<file path="src/rtl/axi4_lite_slave_regs.sv">
// AXI4-Lite responder over a word-addressed register file.
// Independent write and read FSMs share one storage array; state is exposed on debug ports.
module axi4_lite_slave_regs #(
    parameter int ADDR_WIDTH = 32,
    parameter int DATA_WIDTH = 32,
    parameter int NUM_WORDS  = 16
) (
    input  logic                  ACLK,
    input  logic                  ARSETN,
    input  logic [ADDR_WIDTH-1:0] AWADDR,
    input  logic                  AWVALID,
    output logic                  AWREADY,
    input  logic [DATA_WIDTH-1:0] WDATA,
    input  logic [3:0]            WSTRB,
    input  logic                  WVALID,
    output logic                  WREADY,
    output logic [1:0]            BRESP,
    output logic                  BVALID,
    input  logic                  BREADY,
    input  logic [ADDR_WIDTH-1:0] ARADDR,
    input  logic                  ARVALID,
    output logic                  ARREADY,
    output logic [DATA_WIDTH-1:0] RDATA,
    output logic [1:0]            RRESP,
    output logic                  RVALID,
    input  logic                  RREADY,
    output logic [1:0]            dbg_wr_state,
    output logic                  dbg_rd_state
);

    localparam int IDX_W = $clog2(NUM_WORDS);
    localparam logic [ADDR_WIDTH-1:0] LIMIT = ADDR_WIDTH'(NUM_WORDS * 4);
    localparam logic [1:0] RESP_OKAY   = 2'b00;
    localparam logic [1:0] RESP_SLVERR = 2'b10;

    typedef enum logic [1:0] {W_IDLE, W_WAIT_W, W_WAIT_AW, W_RESP} wr_state_t;
    typedef enum logic {R_IDLE, R_DATA} rd_state_t;

    wr_state_t wr_state;
    rd_state_t rd_state;

    logic [DATA_WIDTH-1:0] mem [NUM_WORDS];
    logic [ADDR_WIDTH-1:0] aw_addr_q;
    logic [DATA_WIDTH-1:0] w_data_q;
    logic [3:0]            w_strb_q;

    logic                  aw_hs, w_hs, ar_hs, wr_commit;
    logic [ADDR_WIDTH-1:0] wr_addr;
    logic [DATA_WIDTH-1:0] wr_data;
    logic [3:0]            wr_strb;
    logic [IDX_W-1:0]      wr_idx, rd_idx;
    logic                  wr_in_range, rd_in_range;

    // A transfer happens only on a cycle where VALID and READY are both high;
    // VALID held across other cycles has no effect, and READY never depends on VALID.
    assign aw_hs = AWVALID && AWREADY;
    assign w_hs  = WVALID && WREADY;
    assign ar_hs = ARVALID && ARREADY;

    // Whichever half arrives on the committing edge comes from the bus, the other from its latch.
    assign wr_addr = aw_hs ? AWADDR : aw_addr_q;
    assign wr_data = w_hs ? WDATA : w_data_q;
    assign wr_strb = w_hs ? WSTRB : w_strb_q;

    assign wr_idx      = wr_addr[IDX_W+1:2];
    assign wr_in_range = wr_addr < LIMIT;
    assign rd_idx      = ARADDR[IDX_W+1:2];
    assign rd_in_range = ARADDR < LIMIT;

    assign wr_commit = (wr_state == W_IDLE && aw_hs && w_hs) ||
                       (wr_state == W_WAIT_W && w_hs) ||
                       (wr_state == W_WAIT_AW && aw_hs);

    assign dbg_wr_state = wr_state;
    assign dbg_rd_state = rd_state;

    always_ff @(posedge ACLK) begin
        if (!ARSETN) begin
            wr_state  <= W_IDLE;
            AWREADY   <= 1'b1;
            WREADY    <= 1'b1;
            BVALID    <= 1'b0;
            BRESP     <= RESP_OKAY;
            aw_addr_q <= '0;
            w_data_q  <= '0;
            w_strb_q  <= '0;
            for (int i = 0; i < NUM_WORDS; i++) begin
                mem[i] <= '0;
            end
        end else begin
            if (aw_hs) begin
                aw_addr_q <= AWADDR;
            end
            if (w_hs) begin
                w_data_q <= WDATA;
                w_strb_q <= WSTRB;
            end
            if (wr_commit) begin
                if (wr_in_range) begin
                    for (int b = 0; b < 4; b++) begin
                        if (wr_strb[b]) begin
                            mem[wr_idx][8*b +: 8] <= wr_data[8*b +: 8];
                        end
                    end
                end
                wr_state <= W_RESP;
                AWREADY  <= 1'b0;
                WREADY   <= 1'b0;
                BVALID   <= 1'b1;
                BRESP    <= wr_in_range ? RESP_OKAY : RESP_SLVERR;
            end else begin
                case (wr_state)
                    W_IDLE: begin
                        if (aw_hs) begin
                            wr_state <= W_WAIT_W;
                            AWREADY  <= 1'b0;
                        end else if (w_hs) begin
                            wr_state <= W_WAIT_AW;
                            WREADY   <= 1'b0;
                        end
                    end
                    W_RESP: begin
                        if (BREADY) begin
                            wr_state <= W_IDLE;
                            AWREADY  <= 1'b1;
                            WREADY   <= 1'b1;
                            BVALID   <= 1'b0;
                        end
                    end
                    default: ;
                endcase
            end
        end
    end

    // Reads sample storage before any same-edge write lands, so they see the old value.
    always_ff @(posedge ACLK) begin
        if (!ARSETN) begin
            rd_state <= R_IDLE;
            ARREADY  <= 1'b1;
            RVALID   <= 1'b0;
            RDATA    <= '0;
            RRESP    <= RESP_OKAY;
        end else begin
            case (rd_state)
                R_IDLE: begin
                    if (ar_hs) begin
                        rd_state <= R_DATA;
                        ARREADY  <= 1'b0;
                        RVALID   <= 1'b1;
                        RDATA    <= rd_in_range ? mem[rd_idx] : '0;
                        RRESP    <= rd_in_range ? RESP_OKAY : RESP_SLVERR;
                    end
                end
                R_DATA: begin
                    if (RREADY) begin
                        rd_state <= R_IDLE;
                        ARREADY  <= 1'b1;
                        RVALID   <= 1'b0;
                    end
                end
                default: ;
            endcase
        end
    end

endmodule

</file>
<file path="config.mk">
export PLATFORM = sky130hd
export DESIGN_NAME = axi4_lite_slave_regs
export DESIGN_NICKNAME = d
export VERILOG_FILES = /design/src/rtl/axi4_lite_slave_regs.sv
export SDC_FILE = /design/constraint.sdc
export NUM_CORES = 1
export LEC_CHECK = 0
export CORE_ASPECT_RATIO = 1.2
export CORE_MARGIN = 1.5
export CORE_UTILIZATION = 30
export DETAILED_ROUTE_END_ITERATION = 8
export PLACE_DENSITY = 0.54
export SLEW_MARGIN = 20
export SYNTH_ARGS = -nofsm -noshare
export SYNTH_HDL_FRONTEND = slang
export SYNTH_SLANG_ARGS = --single-unit
</file>
<file path="constraint.sdc">
create_clock -name ACLK -period 4.9 [get_ports ACLK]
set_input_delay 1.225 -clock ACLK [delete_from_list [all_inputs] [get_ports ACLK]]
set_output_delay 1.225 -clock ACLK [all_outputs]
set_load 0.05 [all_outputs]
</file>
== After elaboration in Yosys (flattened, before gate mapping) ==
Memory sizes are Yosys's and may differ from the RTL's.
Cells that the tools add are included.
Widths: inputs -> output; s select.
Word-level totals
  bits in registers: 112
  memory bits (writable): 512
  input bits: 107
  output and inout bits: 44
  word-level logic and storage cells: 102
  memories kept: 1
Cells by class
  $lt $le $gt $ge: 2
  equality and inequality tests: 10
  mux-type cells: 55
  bitwise logic cells: 1
  reductions and logical operators: 20
Memory list
  mem: words 16, bits a word 32, read ports 1, clocked after memory_dff 0, write ports 16, RTL line 42  | logic [DATA_WIDTH-1:0] mem [NUM_WORDS];
Operators with widths (count)
  $mux 32: 4
  $lt 32x7->1 const B: 2
  $mux 1: 36
  $reduce_or 32->1: 1
  $mux 2: 6
  $mux 4: 3
  $ne 3x3->1 const B: 4
  $pmux 1 s2: 5
  $logic_and 1x1->1: 7
  $reduce_and 2->1: 3
  $reduce_and 3->1: 2
  $eq 2x2->1 const B: 2
  $ne 2x2->1 const B: 2
  $ne 4x4->1 const B: 1
  $pmux 2 s2: 1
  $reduce_and 4->1: 1
  $reduce_bool 2->1: 2
  $reduce_bool 3->1: 1
  $eq 2x1->1 const B: 1
  $logic_not 2->1: 1
  $logic_or 1x1->1: 2
  $not 1->1: 1

== Depth between registers and ports, before layout ==
  word-level depth: 10
  gate-level depth with buffers: 9
  gate-level depth less buffers: 4

== Worst setup path before layout ==
Ideal clock, no wire load.
  path kind: input port to flip-flop
  start point: input port AWVALID
  end point: memory mem[5][0] (enable)
  library setup time: 0.398 ns
  data arrival time: 3.284 ns
  required time: 4.502 ns
  slack: 1.218 ns
  stages: 7
  path buffers: 4
  path through: buf_4 and2_4 buf_6 o31a_1 buf_2 buf_1 o41ai_1
RTL lines
  start, declared: RTL line 11  | input logic AWVALID,
  end, declared: RTL line 42

==> metrics.txt <==
CP cell instances=clkdlybuf4s50_1, and2_4, nand4_1, o22a_4, buf_4, o41ai_1, buf_4; Final Hold Fails=0; Layout Nets=2398; TritonCTS clock tree=yes; placed cell count=3499; non-filler cells, final=3627; element type at the critical path start=primary input; CTS Sinks=a little over 600; first-pass GRT wire length=between 100000 and 150000 um; Pint=9.399 mW; Residual DRC=0; Required @ worst endpoint=5.21 ns; fraction of layout cells with a size suffix above 1=23.90%; total global routing overflow=0; IO Port Bufs=~140; Mapped Area=29590 sq um; Final Max Tran Viols=0; Comb power frac=approximately 12%; FP Rows=126; Avg Inst Size Synth=13.29 sq um; Post-synth EDFFs=512; Max Freq=260.5 MHz; Async S/R FF share, synth=0%; total power=12.67 mW; post_cts resized=0; die area=100500 sq um; post-DP HPWL=about 56000 um; largest net degree at the start of global routing=roughly 150; skew final=approximately 0.032 ns; core area=98060 sq um; P per Cell Area=361.4 nW/um^2; Worst EP arrival=about 4.2 ns; worst setup margin=between 1 and 1.5 ns; slowest cell delay on critical path=0.65 ns; Period minus WS final=3.839 ns; GPL Wtd Cong=0.8010; post-DR wirelength/cell=24.37 um; switch share=25.84%; dpl ws=0.2667 ns; initial antenna violation count=2; Setup Crit Path Kind=in2reg; VDD IR-drop max=~220 uV; Die Height=347.0 um; initial DRC count=2103; I/O Pins=between 150 and 200; status=finished clean; HP Class=reg2reg; Post-CTS Setup Inserts=0; Distinct cells, synth=47; drt first pass iters=5; Net Sw Power=~3.3 mW; RSZ-0062 raised after global routing=no; routed vias=21111; Main synth FF type=edfxtp_1; die width=289.7 um; Buf/Inv on CP=3; Initial Util=a little under a third; DRT antenna net count=0; worst slew pin tran=0.9255 ns; Setup Total Neg Slack=0 ns; Area growth, synth to finish=18.51%; Critical-path top delay cell=clkdlybuf4s50_1; Seq/Total Area, Yosys=59.26%; Worst-Skew Late Latency=0.62 ns; Synth Warn #=0; final setup vio count=0; total global-route track usage=17.32%; CP most frequent cell=buf_4; number of synthesized register bits=620; clk slew on worst S/H paths=0.06 ns; cts bufs inserted=70; Vias/cell=5.821; diode count=0; kind of end point of the critical path=flip-flop; vias in the first global route=about 21000; CP top delay family=buffers and inverters; drt total wl=88400 um; Max-slew headroom=38.16%; Final period util=78.35%; Leak=10.96 nW; Root Buffer=clkbuf_16; post-layout instance area=35070 sq um; Clock Tree Buf Depth=3; Mapped Cells=between 2000 and 2500; clock group share of total power=40.8%; DP Area=32820 sq um; crit path max fanout=53; H-tree Lvls=3; sequential power share=46.8%; r2r setup slk=between 1.5 and 2 ns; hold bufs inserted after CTS=0; max-cap violations=0; # fillers=9409
cells by family (layout without fill, tap and decap cells):
kind of cell	after synthesis	after routing	share of synthesized area, %
other	1	2	0.01267
flip-flops	620	620	59.26
AND/OR/NAND/NOR	941	941	18.05
buffers and inverters	306	426	5.247
AO/OA/AOI/OAI	133	133	4.000
multiplexers	225	225	13.42
per-layer routing:
metal / track usage [%] / up-vias / share of wire (%)
li1: - / 9311 / -
met1: 23.42 / 10668 / 42
met2: 27.79 / 984 / 48
met3: 3.712 / 146 / 8.2
met4: 4.970 / 2 / 2.2
met5: 0 / - / 0.012
state kept, by name, indices dropped and copies added, names as in the netlist:
register	count
ARREADY	1
aw_addr_q	30
w_data_q	32
mem	512
BRESP	1
RDATA	32
dbg_rd_state	1
AWREADY	1
BVALID	1
WREADY	1
dbg_wr_state	2
w_strb_q	4
RVALID	1
RRESP	1
stage by stage:
stage	hold slack (ns)	util (%)
floorplan	0.4360	-
global placement	0.4488	33.40
detailed placement	0.4507	33.47
CTS	0.4587	35.75
global route	0.4762	35.76
finish	0.4527	35.76
worst min-delay path, stage by stage (launching register included):
cell	delay, ns
dfxtp_1	0.31
nand2_1	0.05
a21oi_1	0.05
path summary, 6_finish.rpt:
kind            startpoint       endpoint  cells past startpoint
max reg2reg         WREADY    mem[15][21]                      7
max                AWVALID     mem[15][0]                      7
min          aw_addr_q[23]  aw_addr_q[23]                      2
min reg2reg  aw_addr_q[23]  aw_addr_q[23]                      2
final cells by class:
type / count / area, sq um / area share (%)
clock buffer: 97 / 1966 / 5.605
clock inverter: 31 / 271.5 / 0.7742
inverter: 3 / 11.26 / 0.03211
multi-input combinational: 1301 / 10890 / 31.05
sequential: 620 / 17540 / 50.01
tap: 1280 / 1602 / 4.567
timing repair buffer: 295 / 2791 / 7.960
cell usage in the layout (no fill, tap or decap), types with 5 or more instances in the layout:
cell	n
nor2_1	9
mux4_2	128
nand3_1	137
dfxtp_1	108
clkinv_1	8
buf_4	135
clkbuf_8	8
clkbuf_16	72
nor4_1	530
and2_1	33
clkinv_2	14
o41ai_1	12
nand2_1	147
mux2_2	95
o41ai_2	47
buf_12	17
o41ai_4	5
edfxtp_1	512
clkdlybuf4s50_1	140
clkbuf_1	18
o21ai_0	6
a21oi_1	36
nand4_1	65
synth_stat cells, types with 3 or more instances:
master	count	share of area, %
a21bo_2	4	0.14
o41ai_2	22	1.2
dfxtp_1	108	7.3
a21oi_1	41	0.69
inv_1	3	0.038
buf_4	11	0.28
and2_1	32	0.68
mux4_2	128	9.7
nand3_1	137	2.3
o21ai_2	3	0.089
nand2_1	148	1.9
buf_6	29	1.1
nand2b_1	3	0.063
clkbuf_1	123	1.6
o41ai_1	42	1.2
o21ai_0	6	0.10
mux2_2	95	3.6
nand4_1	65	1.4
edfxtp_1	512	52
nor4_1	530	11
a221oi_2	4	0.20
buf_2	116	2.0
buf_1	24	0.30
nor2_1	11	0.14
power by group through the flow:
stage          registers [mW]  logic (mW)  clock network (mW)
2_1_floorplan            6.05       0.946                   0
3_3_place_gp             6.03        1.52                   0
3_5_place_dp             6.05        1.55                   0
4_1_cts                  5.94        1.56                5.25
5_1_grt                  5.95        1.65                5.45
6_report                 5.94        1.57                5.17
(Power assumes the default switching activity.)
